--- src/rtl/mem_port_arbiter.sv ---
// Arbitrates the fetch and data requesters onto a single shared memory port.
// Data wins by default; fetch is forced through after STARVE_LIMIT consecutive data grants.
module mem_port_arbiter #(
  parameter int AW           = 64,
  parameter int DW           = 64,
  parameter int STARVE_LIMIT = 4
) (
  input  logic            clk,
  input  logic            reset,
  input  logic            ireq_valid,
  input  logic [AW-1:0]   ireq_addr,
  input  logic            dreq_valid,
  input  logic [AW-1:0]   dreq_addr,
  input  logic [DW/8-1:0] dreq_strobe,
  input  logic [DW-1:0]   dreq_wdata,
  output logic            oreq_valid,
  output logic [AW-1:0]   oreq_addr,
  output logic [DW/8-1:0] oreq_strobe,
  output logic [DW-1:0]   oreq_wdata,
  input  logic            oresp_valid,
  input  logic [DW-1:0]   oresp_rdata,
  output logic            iresp_valid,
  output logic [DW-1:0]   iresp_rdata,
  output logic            dresp_valid,
  output logic [DW-1:0]   dresp_rdata,
  output logic            imem_wait,
  output logic            dmem_wait
);

  localparam int SW = DW / 8;

  localparam logic [1:0] IDLE   = 2'd0;
  localparam logic [1:0] BUSY_I = 2'd1;
  localparam logic [1:0] BUSY_D = 2'd2;

  localparam logic [3:0] LIMIT = 4'(STARVE_LIMIT);

  logic [1:0]    state_q, state_d;
  logic [3:0]    starve_cnt_q, starve_cnt_d;
  logic [AW-1:0] oreq_addr_q, oreq_addr_d;
  logic [SW-1:0] oreq_strobe_q, oreq_strobe_d;
  logic [DW-1:0] oreq_wdata_q, oreq_wdata_d;

  logic fetch_forced;

  // Fetch only pre-empts a pending data request once the starvation counter is full.
  assign fetch_forced = ireq_valid && (starve_cnt_q == LIMIT);

  always_comb begin
    state_d       = state_q;
    starve_cnt_d  = starve_cnt_q;
    oreq_addr_d   = oreq_addr_q;
    oreq_strobe_d = oreq_strobe_q;
    oreq_wdata_d  = oreq_wdata_q;
    case (state_q)
      IDLE: begin
        if (dreq_valid && !fetch_forced) begin
          state_d       = BUSY_D;
          oreq_addr_d   = dreq_addr;
          oreq_strobe_d = dreq_strobe;
          oreq_wdata_d  = dreq_wdata;
          if (!ireq_valid) begin
            starve_cnt_d = 4'd0;
          end else if (starve_cnt_q < LIMIT) begin
            starve_cnt_d = starve_cnt_q + 4'd1;
          end
        end else if (ireq_valid) begin
          state_d       = BUSY_I;
          oreq_addr_d   = ireq_addr;
          oreq_strobe_d = '0;
          oreq_wdata_d  = '0;
          starve_cnt_d  = 4'd0;
        end
      end
      BUSY_I, BUSY_D: begin
        if (oresp_valid) begin
          state_d = IDLE;
        end
      end
      default: state_d = IDLE;
    endcase
  end

  always_ff @(posedge clk) begin
    if (reset) begin
      state_q       <= IDLE;
      starve_cnt_q  <= 4'd0;
      oreq_addr_q   <= '0;
      oreq_strobe_q <= '0;
      oreq_wdata_q  <= '0;
    end else begin
      state_q       <= state_d;
      starve_cnt_q  <= starve_cnt_d;
      oreq_addr_q   <= oreq_addr_d;
      oreq_strobe_q <= oreq_strobe_d;
      oreq_wdata_q  <= oreq_wdata_d;
    end
  end

  // Outputs are gated by reset so an in-flight transaction is dropped immediately.
  assign oreq_valid  = (state_q != IDLE) && !reset;
  assign oreq_addr   = oreq_addr_q;
  assign oreq_strobe = oreq_strobe_q;
  assign oreq_wdata  = oreq_wdata_q;

  assign iresp_valid = (state_q == BUSY_I) && oresp_valid && !reset;
  assign dresp_valid = (state_q == BUSY_D) && oresp_valid && !reset;
  assign iresp_rdata = oresp_rdata;
  assign dresp_rdata = oresp_rdata;

  assign imem_wait = ireq_valid && !iresp_valid;
  assign dmem_wait = dreq_valid && !dresp_valid;

endmodule
--- config.mk ---
export PLATFORM = sky130hd
export DESIGN_NAME = mem_port_arbiter
export DESIGN_NICKNAME = d
export VERILOG_FILES = /design/src/rtl/mem_port_arbiter.sv
export SDC_FILE = /design/constraint.sdc
export NUM_CORES = 1
export LEC_CHECK = 0
export ABC_AREA = 1
export BUFFER_PORTS_ARGS = -buffer_cell sky130_fd_sc_hd__buf_2
export CAP_MARGIN = 25
export CORE_AREA = 3 3 209 211
export CTS_CLUSTER_DIAMETER = 200
export DETAILED_ROUTE_END_ITERATION = 6
export DIE_AREA = 0 0 212 214
export SLEW_MARGIN = 20
export SYNTH_ARGS = -nofsm -noshare
export SYNTH_HDL_FRONTEND = slang
export SYNTH_SLANG_ARGS = --single-unit
--- constraint.sdc ---
create_clock -name clk -period 1.43 [get_ports clk]
set_input_delay 0.286 -clock clk [delete_from_list [all_inputs] [get_ports clk]]
set_output_delay 0.286 -clock clk [all_outputs]
set_load 0.03 [all_outputs]
==> flow_summary.ini, run 1 <==
[detailed_routing]
first_pass_iters = 4
route.vias.total = 8019
post_drt_wl_per_cell_um = 20.8
drc = 0
postRouteWirelength_mm = 38.1
drt_first_iter_violations = 449
vias_per_cell = 4.39
antenna_left = 0

[global_route]
grt_util_all_layers_pct = 15.5
grt_antenna_before_repair = 1
grt_start_max_net_pins = 53
grt-ovfl-total = 0
grt_pass1_vias = 8079
grt_pass1_wl_mm = 51.4

[sta]
rsz0062_at_grt = true
final-max-slew-violation-count = 0
timing.final.crit_share_pct = 122
setup_tns_ns = -28.28
max_freq_ghz = 0.575
tightest_slew_ns = 0.488
layout_setup_ws_ns = -0.310
setup_violations = 147
fin_skew_ns = 0.00783
maxSlewHeadroom_pct = 67.5
finalHoldViolCount = 0
finalCriticalPeriod_ns = 1.74

[pwr]
powerDensity_nw_per_um2 = 1160
cellLeakagePower_nw = 6.98
max-vdd-ir-drop_mv = 1.10

[clock_tree]
clk_path_buf_depth = 2
tritoncts = yes
clock_sinks = 142
clkTransAtPathRegs_ns = 0.06
h-tree-depth = 4
insertion_delay_ns = 0.47
cts_hold_buf = 0
cts_root_buffer = clkbuf_16
cts_made_buffers = 17

[synthesis]
seq_area_frac_synth_pct = 39.5
synth_top_area_share_pct = 39.5
syn-num-nets = 1280
synth_area_leader_cell = dfxtp_1
yosys_warnings = 0
synth.avg_cell_area_um2 = 7.16
synth_cell_types = 19
ys_ff_latch = 142
netlist_area_um2 = 7200
synthCells = 1006
synthTopCellsByArea = dfxtp_1, buf_4, nand2_1

[cells_and_area]
drive_gt1_share_pct = 68.9
post-route-util_pct = 31.0
area_growth_pct = 80.6
n_fill_cell = 4265
nets = 1547

[worst_setup_path]
critPathMaxStageDelay_ns = 0.33
cp_common_cell = nor2_4
cp_max_fo = 2
critical_path_arrival_ns = 1.45
cpLargestDelayFamily = flip-flops
worstSetupStartpointType = flip-flop
cp.buffers_inverters = 2
cp_data_required_time_ns = 1.14
end_kind = output port
critPathKind = reg -> out
slowest_stage = dfxtp_2
cp_cell_sequence = buf_4 -> ha_2 -> nand2_2 -> nor2_4 -> nor2_4 -> buf_6

[die]
dieHeight_um = 214
start_util_pct = 17.2
rows = 75
core_area_um2 = 41900
dieArea_um2 = 45400
die_w_um = 212
ios = 538

[placement]
finalWeightedCongestion = 0.790
dpl.hpwl_mm = 22.0
portBuffers = 345
post-place-ws_ns = -0.222

[status]
violations = setup timing
status = finished, violations left

[worst_hold_path]
hold_class = in -> reg

[flow_run]
maxCapViolCount = 0
through the flow:
step / hold WS (ns) / power, mW / area, um2 / std cells
after floorplan: 0.429 / 7.21 / 7230 / 1006
after global placement: 0.448 / 7.74 / 8770 / 1735
after detailed placement: 0.450 / 7.78 / 8770 / 1735
after CTS: 0.0118 / 14.7 / 11900 / 1823
after global routing: 0.0386 / 15.7 / 13000 / 1825
final: 0.0620 / 15.1 / 13000 / 1826
path summary, 6_finish.rpt:
| kind | endpoint | start | depth (start not counted) | slack, ns |
|---|---|---|---|---|
| hold / removal | oreq_wdata[8]$_SDFFE_PP0P_ | dreq_wdata[8] | 3 | 0.06 |
| hold reg to reg | oreq_wdata[13]$_SDFFE_PP0P_ | oreq_wdata[13]$_SDFFE_PP0P_ | 2 | 0.46 |
| setup / recovery | imem_wait | state_q[0]$_SDFFE_PP0P_ | 6 | -0.31 |
| setup reg to reg | oreq_addr[29]$_SDFFE_PP0P_ | state_q[0]$_SDFFE_PP0P_ | 12 | -0.28 |
per-layer routing:
| layer | routed length [um] | track usage (%) | vias to the layer above |
|---|---|---|---|
| met4 | 1580 | 7.84 | 2 |
| met1 | 13600 | 15.6 | 3810 |
| li1 | - | - | 3687 |
| met2 | 19400 | 27.4 | 424 |
| met5 | 41 | 0.647 | - |
| met3 | 3440 | 6.14 | 96 |
state kept, by name, indices dropped and copies added (netlist names):
name	flops
state_q	2
oreq_strobe	8
oreq_wdata	64
oreq_addr	64
starve_cnt_q	4
synth_stat cells:
master and n:
buf_6 6, nand2_2 2, buf_2 29, clkinv_1 1, nand2_1 286, inv_1 76, a21oi_1 74, clkbuf_1 20
nor3_1 2, buf_4 145, nand4_1 68, buf_1 2, nor2_1 10, ha_1 5, dfxtp_1 142, o21ai_0 1
nand3_1 135, nor2_4 1, inv_2 1
logic make-up after synthesis:
| kind of cell | count (synthesis) | share of synthesized area [%] |
|---|---|---|
| AND/OR/NAND/NOR | 504 | 31.2 |
| buffers and inverters | 280 | 23.3 |
| flip-flops | 142 | 39.5 |
| AO/OA/AOI/OAI | 75 | 5.21 |
| adder cells (fa/ha/maj) | 5 | 0.869 |
final cells by class:
cell class / count / area (um2) / area share (%)
flip-flops and latches: 142 / 2860 / 22.0
repair buffers: 449 / 3750 / 28.8
multi-input cells: 584 / 4780 / 36.7
well taps: 539 / 674 / 5.18
diodes: 1 / 2.50 / 0.0192
inverters: 78 / 314 / 2.41
repair inverters: 1 / 20.0 / 0.154
clock buffers: 22 / 474 / 3.65
clock inverters: 10 / 136 / 1.05
placed cells by master (no fill, tap or decap), types with 6 or more instances in the layout:
| cell | n |
|---|---|
| buf_2 | 320 |
| nand2_4 | 132 |
| dfxtp_1 | 130 |
| nand3_2 | 114 |
| nand2_1 | 101 |
| inv_1 | 69 |
| nand4_1 | 68 |
| a21oi_2 | 68 |
| nand2_2 | 54 |
| buf_16 | 32 |
| buf_4 | 27 |
| buf_12 | 27 |
| clkbuf_16 | 22 |
| nand3_1 | 19 |
| clkbuf_4 | 16 |
| buf_6 | 13 |
| dfxtp_2 | 12 |
| buf_8 | 9 |
| nor2_4 | 7 |
| inv_2 | 6 |
| a21oi_1 | 6 |
timing repair:
item,CTS,global route
cloned,31,6
pin swaps,111,73
setup endpoints to repair,144,159
setup buffers,26,6
resized for setup,389,287
where the power goes:
group	total, mW	switching (mW)	internal [mW]
combinational	5.68	3.20	2.47
clock	4.72	1.85	2.87
sequential	4.66	0.345	4.32
worst reg2reg max path, delay by kind of cell, from the launching register on:
| family | cells | cell delay, ns |
|---|---|---|
| buf+inv | 7 | 0.80 |
| flops | 1 | 0.33 |
| fa+ha+maj | 1 | 0.16 |
| simple gates | 4 | 0.30 |
Note: power is estimated with default switching activity, not from simulation.
==> run 2, diff against run 1 <==
CTS_CLUSTER_DIAMETER = not set   (was 200)
SKIP_LAST_GASP = 1   (was not set)
==> run 2 against run 1 <==
- the run still ends with setup timing left
- die area stayed put
- flip-flop and latch count unchanged
- clock power is essentially flat
- cell count down 0.16%
- design area grew 0.88%
- critical path depth decreased by 1
- sequential power shrank 0.9%
- clock-buffer cell count unchanged
- via count increased by 1.4%
- routed wire length increased by 1.3%
- clock skew up 0.0018 ns
- combinational power hardly changed
==> flow_summary.ini, run 2 (same netlist as run 1, synthesis figures left out) <==
[status]
status = finished, violations left
violations = setup timing

[worst_setup_path]
rr_worst_depth = 10
end_kind = output port
worstSetupStartpointType = flip-flop
cp_data_required_time_ns = 1.14
critical_path_arrival_ns = 1.47
timing.rr.end = oreq_wdata[62]$_SDFFE_PP0P_
cp-startpoint = state_q[0]$_SDFFE_PP0P_
crit_path_end = oreq_valid
reg2reg_slack_ns = -0.26
critPathKind = reg -> out
regToRegStartpoint = starve_cnt_q[0]$_SDFFE_PP0P_
cp_max_fo = 2

[cells_and_area]
nets = 1544
n_fill_cell = 4214
post-route-util_pct = 31.3
fin_cells = 1823
finish.instance_area_um2 = 13100
area_growth_pct = 82.2
final_cell_mix = buf_2, dfxtp_1, nand2_4, nand2_1, nand3_2
final_common_cell = buf_2
drive_gt1_share_pct = 67.9

[sta]
finalHoldViolCount = 0
maxSlewHeadroom_pct = 66.7
setup_tns_ns = -21.13
max_freq_ghz = 0.569
tightest_slew_ns = 0.500
rsz0062_at_grt = true
final-max-slew-violation-count = 0
fin_skew_ns = 0.00966
timing.final.crit_share_pct = 123
finalCriticalPeriod_ns = 1.76
layout_setup_ws_ns = -0.327
timing.hold.ws_ns = 0.0454
setup_violations = 146

[pwr]
max-vdd-ir-drop_mv = 1.13
power_mw = 15.1
p_sw_share_pct = 36.2
combPwrFrac_pct = 37.9
intPower_mw = 9.60
powerDensity_nw_per_um2 = 1150
p_sw_mw = 5.46
clkPwrFrac_pct = 31.4
p_seq_share_pct = 30.7
cellLeakagePower_nw = 6.85

[detailed_routing]
postRouteWirelength_mm = 38.5
first_pass_iters = 5
post_drt_wl_per_cell_um = 21.1
vias_per_cell = 4.46
route.vias.total = 8128
drt_first_iter_violations = 447
antenna_left = 0
drc = 0

[die]
die_w_um = 212
dieHeight_um = 214
ios = 538
core_area_um2 = 41900
dieArea_um2 = 45400
start_util_pct = 17.2
rows = 75

[clock_tree]
insertion_delay_ns = 0.48
cts_root_buffer = clkbuf_16
h-tree-depth = 4
clock_sinks = 142
clk_path_buf_depth = 2
cts_made_buffers = 17
clkTransAtPathRegs_ns = 0.07
tritoncts = yes

[placement]
post-place-ws_ns = -0.222
finalWeightedCongestion = 0.790
portBuffers = 345
dp.cells = 1735
dpl.hpwl_mm = 22.0
placed_cell_area_um2 = 8770

[global_route]
grt_antenna_before_repair = 1
grt_start_max_net_pins = 53
grt-ovfl-total = 0
grt_pass1_wl_mm = 51.2
grt_util_all_layers_pct = 15.4
grt_pass1_vias = 8066

[worst_hold_path]
hold_class = in -> reg

[flow_run]
maxCapViolCount = 0
run 2: cell types whose count changed in the layout (fill, tap and decap cells not counted), sizes merged:
cell / before / now
clkbuf: 43 / 37
inv: 79 / 78
buf: 428 / 431
clkinv: 4 / 5
run 2: power by group through the flow:
stage,registers [mW],logic (mW),clock network (mW)
floorplan,5.23,1.98,0
global placement,4.56,3.18,0
detailed placement,4.57,3.21,0
CTS,4.59,5.19,4.86
global route,4.65,6.04,5.00
finish,4.62,5.71,4.73
run 2: layer usage:
metal | vias up | global-route usage (%) | routed length [um]
met3 | 98 | 6.27 | 3670
met5 | - | 0.647 | 41
li1 | 3680 | - | -
met2 | 470 | 27.0 | 19600
met4 | 2 | 8.24 | 1600
met1 | 3878 | 15.5 | 13600
run 2: layout make-up:
cell class	instances	area [um2]	area share [%]
Timing Repair Buffer	446	3640	27.7
Timing Repair inverter	1	30.0	0.229
Antenna cell	1	2.50	0.0191
Inverter	78	314	2.39
Multi-Input combinational cell	584	5000	38.1
Clock buffer	22	474	3.61
Tap cell	539	674	5.14
Clock inverter	10	136	1.04
Sequential cell	142	2860	21.8
run 2: worst min-delay path by stage:
stage,from,end,cells past startpoint
global route,dreq_wdata[27],oreq_wdata[27]$_SDFFE_PP0P_,3
CTS,dreq_wdata[8],oreq_wdata[8]$_SDFFE_PP0P_,3
detailed placement,oreq_wdata[45]$_SDFFE_PP0P_,oreq_wdata[45]$_SDFFE_PP0P_,2
finish,dreq_wdata[27],oreq_wdata[27]$_SDFFE_PP0P_,3
global placement,oreq_wdata[46]$_SDFFE_PP0P_,oreq_wdata[46]$_SDFFE_PP0P_,2
floorplan,dreq_strobe[7],oreq_strobe[7]$_SDFFE_PP0P_,2
run 2: what timing repair did:
action	4_1_cts	5_1_grt
setup endpoints to repair	144	160
pin swaps	106	138
gates cloned	31	6
hold buffers	0	0
resized for setup	367	322
setup buffers	26	6
run 2: critical path: stages (launching register included):
cell	delay, ns
dfxtp_4	0.37
inv_4	0.05
ha_4	0.17
buf_12	0.13
nor2_4	0.13
buf_6	0.15
